--- config.mk ---
export PLATFORM = sky130hd
export DESIGN_NAME = ex_stage
export DESIGN_NICKNAME = d
export VERILOG_FILES = /design/src/rtl/ex_stage.sv
export SDC_FILE = /design/constraint.sdc
export NUM_CORES = 1
export LEC_CHECK = 0
export BUFFER_PORTS_ARGS = -buffer_cell sky130_fd_sc_hd__buf_2
export CAP_MARGIN = 40
export CORE_MARGIN = 2
export CORE_UTILIZATION = 35
export CTS_CLUSTER_DIAMETER = 60
export DETAILED_ROUTE_END_ITERATION = 10
export GPL_TIMING_DRIVEN = 0
export HOLD_SLACK_MARGIN = 0.08
export PLACE_DENSITY = 0.5
export REMOVE_ABC_BUFFERS = 1
export SLEW_MARGIN = 30
export SYNTH_ARGS = -nofsm -noshare
export SYNTH_HDL_FRONTEND = slang
export SYNTH_SLANG_ARGS = --single-unit
--- constraint.sdc ---
create_clock -name clk -period 7 [get_ports clk]
set_clock_uncertainty 0.1 [all_clocks]
set_input_delay 0.7 -clock clk [delete_from_list [all_inputs] [get_ports clk]]
set_output_delay 0.7 -clock clk [all_outputs]
set_load 0.02 [all_outputs]
--- src/rtl/ex_stage.sv ---
// MIPS EX stage: operand select, ALU, branch target, EX/MEM register; mult via 32-cycle shift-add.
// Latency 1 edge (mult 33 edges); stall holds upstream during a multiply, flush inserts a bubble.
module ex_stage (
    input  logic        clk,
    input  logic        rst_n,
    input  logic        flush,
    input  logic        RegDst,
    input  logic        ALUSrc,
    input  logic        Branch,
    input  logic        MemRead,
    input  logic        MemWrite,
    input  logic        MemtoReg,
    input  logic        RegWrite,
    input  logic [2:0]  AluOP,
    input  logic [31:0] add_pc,
    input  logic [31:0] data1,
    input  logic [31:0] data2,
    input  logic [31:0] sign_ex,
    input  logic [4:0]  rt,
    input  logic [4:0]  rd,
    input  logic [5:0]  funct,
    output logic        stall,
    output logic        mem_RegWrite,
    output logic        mem_MemtoReg,
    output logic        mem_MemWrite,
    output logic        mem_MemRead,
    output logic        mem_Branch,
    output logic        mem_zero,
    output logic [31:0] mem_alu_result,
    output logic [31:0] mem_write_data,
    output logic [31:0] mem_branch_target,
    output logic [4:0]  mem_write_reg
);

    localparam logic [2:0] OP_ADD  = 3'b000;
    localparam logic [2:0] OP_SUB  = 3'b001;
    localparam logic [2:0] OP_RTYP = 3'b010;
    localparam logic [2:0] OP_AND  = 3'b011;
    localparam logic [2:0] OP_OR   = 3'b100;
    localparam logic [2:0] OP_SLT  = 3'b101;

    localparam logic [5:0] FN_ADD  = 6'b100000;
    localparam logic [5:0] FN_SUB  = 6'b100010;
    localparam logic [5:0] FN_AND  = 6'b100100;
    localparam logic [5:0] FN_OR   = 6'b100101;
    localparam logic [5:0] FN_SLT  = 6'b101010;
    localparam logic [5:0] FN_MULT = 6'b011000;

    typedef enum logic {
        IDLE = 1'b0,
        MUL  = 1'b1
    } state_t;

    typedef struct packed {
        logic        reg_write;
        logic        mem_to_reg;
        logic        mem_write;
        logic        mem_read;
        logic        branch;
        logic        zero;
        logic [31:0] alu_result;
        logic [31:0] write_data;
        logic [31:0] branch_target;
        logic [4:0]  write_reg;
    } exmem_t;

    state_t      state_q, state_d;
    logic [31:0] mcand_q, mcand_d;
    logic [31:0] mplier_q, mplier_d;
    logic [31:0] acc_q, acc_d;
    logic [4:0]  cnt_q, cnt_d;
    exmem_t      exmem_q, exmem_d;

    logic [31:0] op_b;
    logic        is_mult;
    logic [31:0] alu_res;
    logic [31:0] acc_next;
    logic [31:0] res_sel;
    logic        load_full;
    logic        stall_c;
    exmem_t      full_rec;

    assign op_b    = ALUSrc ? sign_ex : data2;
    assign is_mult = (AluOP == OP_RTYP) && (funct == FN_MULT);

    always_comb begin
        alu_res = 32'd0;
        case (AluOP)
            OP_ADD: alu_res = data1 + op_b;
            OP_SUB: alu_res = data1 - op_b;
            OP_RTYP: begin
                case (funct)
                    FN_ADD:  alu_res = data1 + op_b;
                    FN_SUB:  alu_res = data1 - op_b;
                    FN_AND:  alu_res = data1 & op_b;
                    FN_OR:   alu_res = data1 | op_b;
                    FN_SLT:  alu_res = {31'd0, ($signed(data1) < $signed(op_b))};
                    default: alu_res = 32'd0;
                endcase
            end
            OP_AND:  alu_res = data1 & op_b;
            OP_OR:   alu_res = data1 | op_b;
            OP_SLT:  alu_res = {31'd0, ($signed(data1) < $signed(op_b))};
            default: alu_res = data1 + op_b;
        endcase
    end

    // One partial product per cycle, taken from the captured operands only.
    assign acc_next = acc_q + (mplier_q[cnt_q] ? (mcand_q << cnt_q) : 32'd0);

    always_comb begin
        state_d   = state_q;
        mcand_d   = mcand_q;
        mplier_d  = mplier_q;
        acc_d     = acc_q;
        cnt_d     = cnt_q;
        stall_c   = 1'b0;
        load_full = 1'b0;
        res_sel   = alu_res;
        if (flush) begin
            state_d = IDLE;
            acc_d   = 32'd0;
            cnt_d   = 5'd0;
        end else begin
            case (state_q)
                IDLE: begin
                    if (is_mult) begin
                        stall_c  = 1'b1;
                        mcand_d  = data1;
                        mplier_d = op_b;
                        acc_d    = 32'd0;
                        cnt_d    = 5'd0;
                        state_d  = MUL;
                    end else begin
                        load_full = 1'b1;
                    end
                end
                MUL: begin
                    acc_d = acc_next;
                    cnt_d = cnt_q + 5'd1;
                    if (cnt_q == 5'd31) begin
                        load_full = 1'b1;
                        res_sel   = acc_next;
                        state_d   = IDLE;
                    end else begin
                        stall_c = 1'b1;
                    end
                end
                default: state_d = IDLE;
            endcase
        end
    end

    always_comb begin
        full_rec.reg_write     = RegWrite;
        full_rec.mem_to_reg    = MemtoReg;
        full_rec.mem_write     = MemWrite;
        full_rec.mem_read      = MemRead;
        full_rec.branch        = Branch;
        full_rec.zero          = (res_sel == 32'd0);
        full_rec.alu_result    = res_sel;
        full_rec.write_data    = data2;
        full_rec.branch_target = add_pc + (sign_ex << 2);
        full_rec.write_reg     = RegDst ? rd : rt;
        exmem_d = load_full ? full_rec : '0;
    end

    // Reset gating keeps stall low even if a mult decode sits on the inputs during reset.
    assign stall = rst_n & stall_c;

    always_ff @(posedge clk or negedge rst_n) begin
        if (!rst_n) begin
            state_q  <= IDLE;
            mcand_q  <= 32'd0;
            mplier_q <= 32'd0;
            acc_q    <= 32'd0;
            cnt_q    <= 5'd0;
            exmem_q  <= '0;
        end else begin
            state_q  <= state_d;
            mcand_q  <= mcand_d;
            mplier_q <= mplier_d;
            acc_q    <= acc_d;
            cnt_q    <= cnt_d;
            exmem_q  <= exmem_d;
        end
    end

    assign mem_RegWrite      = exmem_q.reg_write;
    assign mem_MemtoReg      = exmem_q.mem_to_reg;
    assign mem_MemWrite      = exmem_q.mem_write;
    assign mem_MemRead       = exmem_q.mem_read;
    assign mem_Branch        = exmem_q.branch;
    assign mem_zero          = exmem_q.zero;
    assign mem_alu_result    = exmem_q.alu_result;
    assign mem_write_data    = exmem_q.write_data;
    assign mem_branch_target = exmem_q.branch_target;
    assign mem_write_reg     = exmem_q.write_reg;

endmodule

==> out/results.txt <==
TritonCTS Sinks -> 209
Total power -> 4.02 mW
Die height -> 231 um
Layout fillers -> 5213
Post-CTS Resized -> 0
Gr usage total -> 0.247
Post-layout nets -> 2634
Worst-skew pair later-pin latency -> 0.57 ns
CP dominant cell by count -> a21o_1
Final setup fails -> 0
Post-synth top area share -> 0.290
Die area -> 53400 um2
Crit start category -> flip-flop
GP Congestion -> 0.916
Final min period -> 6.40 ns
Final count of hold timing violations -> 0
Worst vdd ir -> 171 uV
Initial antenna violation count -> 3
FF-to-FF setup slack -> 0.60 ns
Worst-path cell chain -> buf_12 > inv_1 > mux2i_1 > o31a_1 > a21boi_1 > nor2_1 > ha_1 > a21o_1 > a21o_1 > a21o_1 > o21ai_0 > o31a_1 > o31ai_1 > and2_1 > a311oi_1 > nor4_1 > and3_1 > nand4_1 > and4b_1 > and4_1
Total wire length -> 67.9 mm
Top cells by count, synth -> 209 x dfrtp_1, 185 x nor2_1, 182 x a21oi_1, 179 x o21ai_0, 176 x nand2_1
Leakage -> 10.1 nW
Seq/Total Area, Yosys -> 0.290
# Max-Cap Violations -> 0
Final worst path period share -> 0.915
DRC Markers -> 0
RSZ-0062 raised after global routing -> false
EDFF count, synth -> 0
Worst r2r dst -> mem_zero
Number of synthesized register bits -> 209
Delay of the slowest critical-path stage -> 0.59 ns
Pin count of the biggest net entering global routing -> 80
Max Fclk -> 0.156 GHz
Yosys top cell by area -> dfrtp_1
Top cells by area, synth -> dfrtp_1 29%, ha_1 11%, a21oi_1 5.0%, o21ai_0 5.0%, mux4_2 4.0%
Root Buffer -> clkbuf_16
Num CTS Buffers -> 30
Hold path cells -> 2
Synthesis Warnings -> 0
Num rows -> 83
WL per Instance -> 22.5 um
Clock transition at path regs -> 0.06 ns
Slowest CP cell -> a21boi_1
Vias per cell -> 5.69
Most frequent cell after synthesis -> dfrtp_1
Cells after synthesis -> 2120
Die W -> 231 um
Average cell area after synthesis -> 8.51 um2
Largest family of logic cells by synthesized area -> compound AO/OA/AOI/OAI gates
CTS tree -> built
Synthesis-to-finish area growth -> 17.9%
Post-DP HPWL -> 52.7 mm
Simple-gate share of the synthesized area -> 0.163
Vias -> 17200
Distinct cells, synth -> 103
H-Tree Depth -> 1
# IOs -> 265
Antenna-violating nets left -> 0
CP startpoint -> cnt_q[1]
Share of cells above drive strength 1 -> 0.185
1st-iter DRT viols -> 1263
DR pass1 iterations -> 5
Element type at the critical path end -> flip-flop
Core area -> 51100 um2
Crit path DAT -> 6.76 ns
Actual slew at the worst max-slew pin -> 0.900 ns
Initial Util -> 0.353
Async set-reset flop share out of synthesis -> 1.00
Synth Area in Compound Gates -> 0.266
GRT Residual Overflow -> 0
Required @ worst endpoint -> 7.36 ns
PortBufs -> 264
Worst R2R Path Depth -> 20
Post-synthesis xor/xnor area fraction -> 0.0379
CTS Buffer Depth -> 3
Status -> completed
First-pass GRT wire length -> 102 mm
Setup TNS Final -> 0 ns
Synth Area in Adders -> 0.114
Setup CP Type -> reg -> reg
Max transition margin -> 0.398
Post-synth top flop -> dfrtp_1
Synthesized cell area -> 18000 um2
Reg2reg start -> cnt_q[1]
HP Class -> in -> reg
Crit Path Max Fanout -> 29
Vias in the first global route -> 16800
CP endpoint -> mem_zero
Multiplexer share of the synthesized area -> 0.0777
Slew Limit Fails -> 0
Power per cell area -> 189 nW/um2
[metal layers]
layer | vias up | global-route usage | wire length (um)
met2 | 601 | 0.398 | 30900
met3 | 137 | 0.0359 | 4070
met5 | - | 0 | 23
met4 | 4 | 0.0881 | 2540
li1 | 8108 | - | -
met1 | 8321 | 0.338 | 30400
[metrics by stage]
step | instance area (um2) | std cells | hold WS, ns | util | worst slack, ns
floorplan | 17500 | 1995 | 0.304 | - | -0.639
global placement | 19700 | 2939 | 0.359 | 0.386 | -9.18
detailed placement | 20200 | 2962 | 0.369 | 0.396 | 0.686
CTS | 21300 | 3017 | 0.214 | 0.416 | 0.705
global route | 21300 | 3017 | 0.236 | 0.416 | 0.281
finish | 21300 | 3018 | 0.246 | 0.416 | 0.597
[final cells by class]
cell class | count | area [um2] | share of cell area
Timing Repair Buffer | 288 | 1760 | 0.0827
Tap cell | 680 | 851 | 0.0400
Antenna cell | 1 | 2.50 | 0.000118
Sequential cell | 209 | 5240 | 0.246
Multi-Input combinational cell | 1671 | 12000 | 0.562
Clock buffer | 41 | 873 | 0.0410
Inverter | 115 | 432 | 0.0203
Clock inverter | 13 | 169 | 0.00794
[power breakdown]
part           total [mW]  internal [mW]  switching [mW]
clock                1.59          0.985           0.605
combinational        1.13          0.406           0.722
sequential           1.30           1.27          0.0238
[cell families after synthesis]
kind of cell / after synthesis
AO/OA/AOI/OAI: 721
AND/OR/NAND/NOR: 611
XOR/XNOR: 78
buffers and inverters: 240
flip-flops: 209
multiplexers: 99
adder cells (fa/ha/maj): 162
[how the worst min path moves through the flow]
stage,startpoint,end,slack (ns)
2_1_floorplan,rst_n,acc_q[0],0.30
3_3_place_gp,mplier_q[20],mplier_q[20],0.36
3_5_place_dp,mplier_q[20],mplier_q[20],0.37
4_1_cts,MemtoReg,mem_MemtoReg,0.21
5_1_grt,RegWrite,mem_RegWrite,0.24
6_report,RegWrite,mem_RegWrite,0.25
[critical path, delay by kind of cell (launching register included)]
kind | cells | cell delay [ns]
AO/OA/AOI/OAI | 9 | 2.67
adder cells (fa/ha/maj) | 1 | 0.38
buffers and inverters | 2 | 0.65
flip-flops | 1 | 0.57
multiplexers | 1 | 0.58
AND/OR/NAND/NOR | 7 | 1.31
[repair_timing]
item | 4_1_cts | 5_1_grt
hold endpoints to repair | 61 | 0
buffers inserted | 0 | 0
hold buffers | 1 | 0
[placed cells by master (no fill, tap or decap), types with 16 or more instances in the layout]
cell and instances:
a211oi_1 35, a21o_1 39, a21oi_1 181, a221oi_1 22
a22o_1 30, a31oi_1 25, and3_1 16, buf_2 263
clkbuf_16 31, dfrtp_1 205, ha_1 158, inv_1 112
mux2i_1 58, mux4_2 32, nand2_1 174, nand2b_1 25
nand3_1 20, nor2_1 183, nor2b_1 73, nor3_1 33
o21a_1 22, o21ai_0 179, o21bai_1 17, o31ai_1 16
xnor2_1 46, xor2_1 32
(Power assumes the default switching activity.)
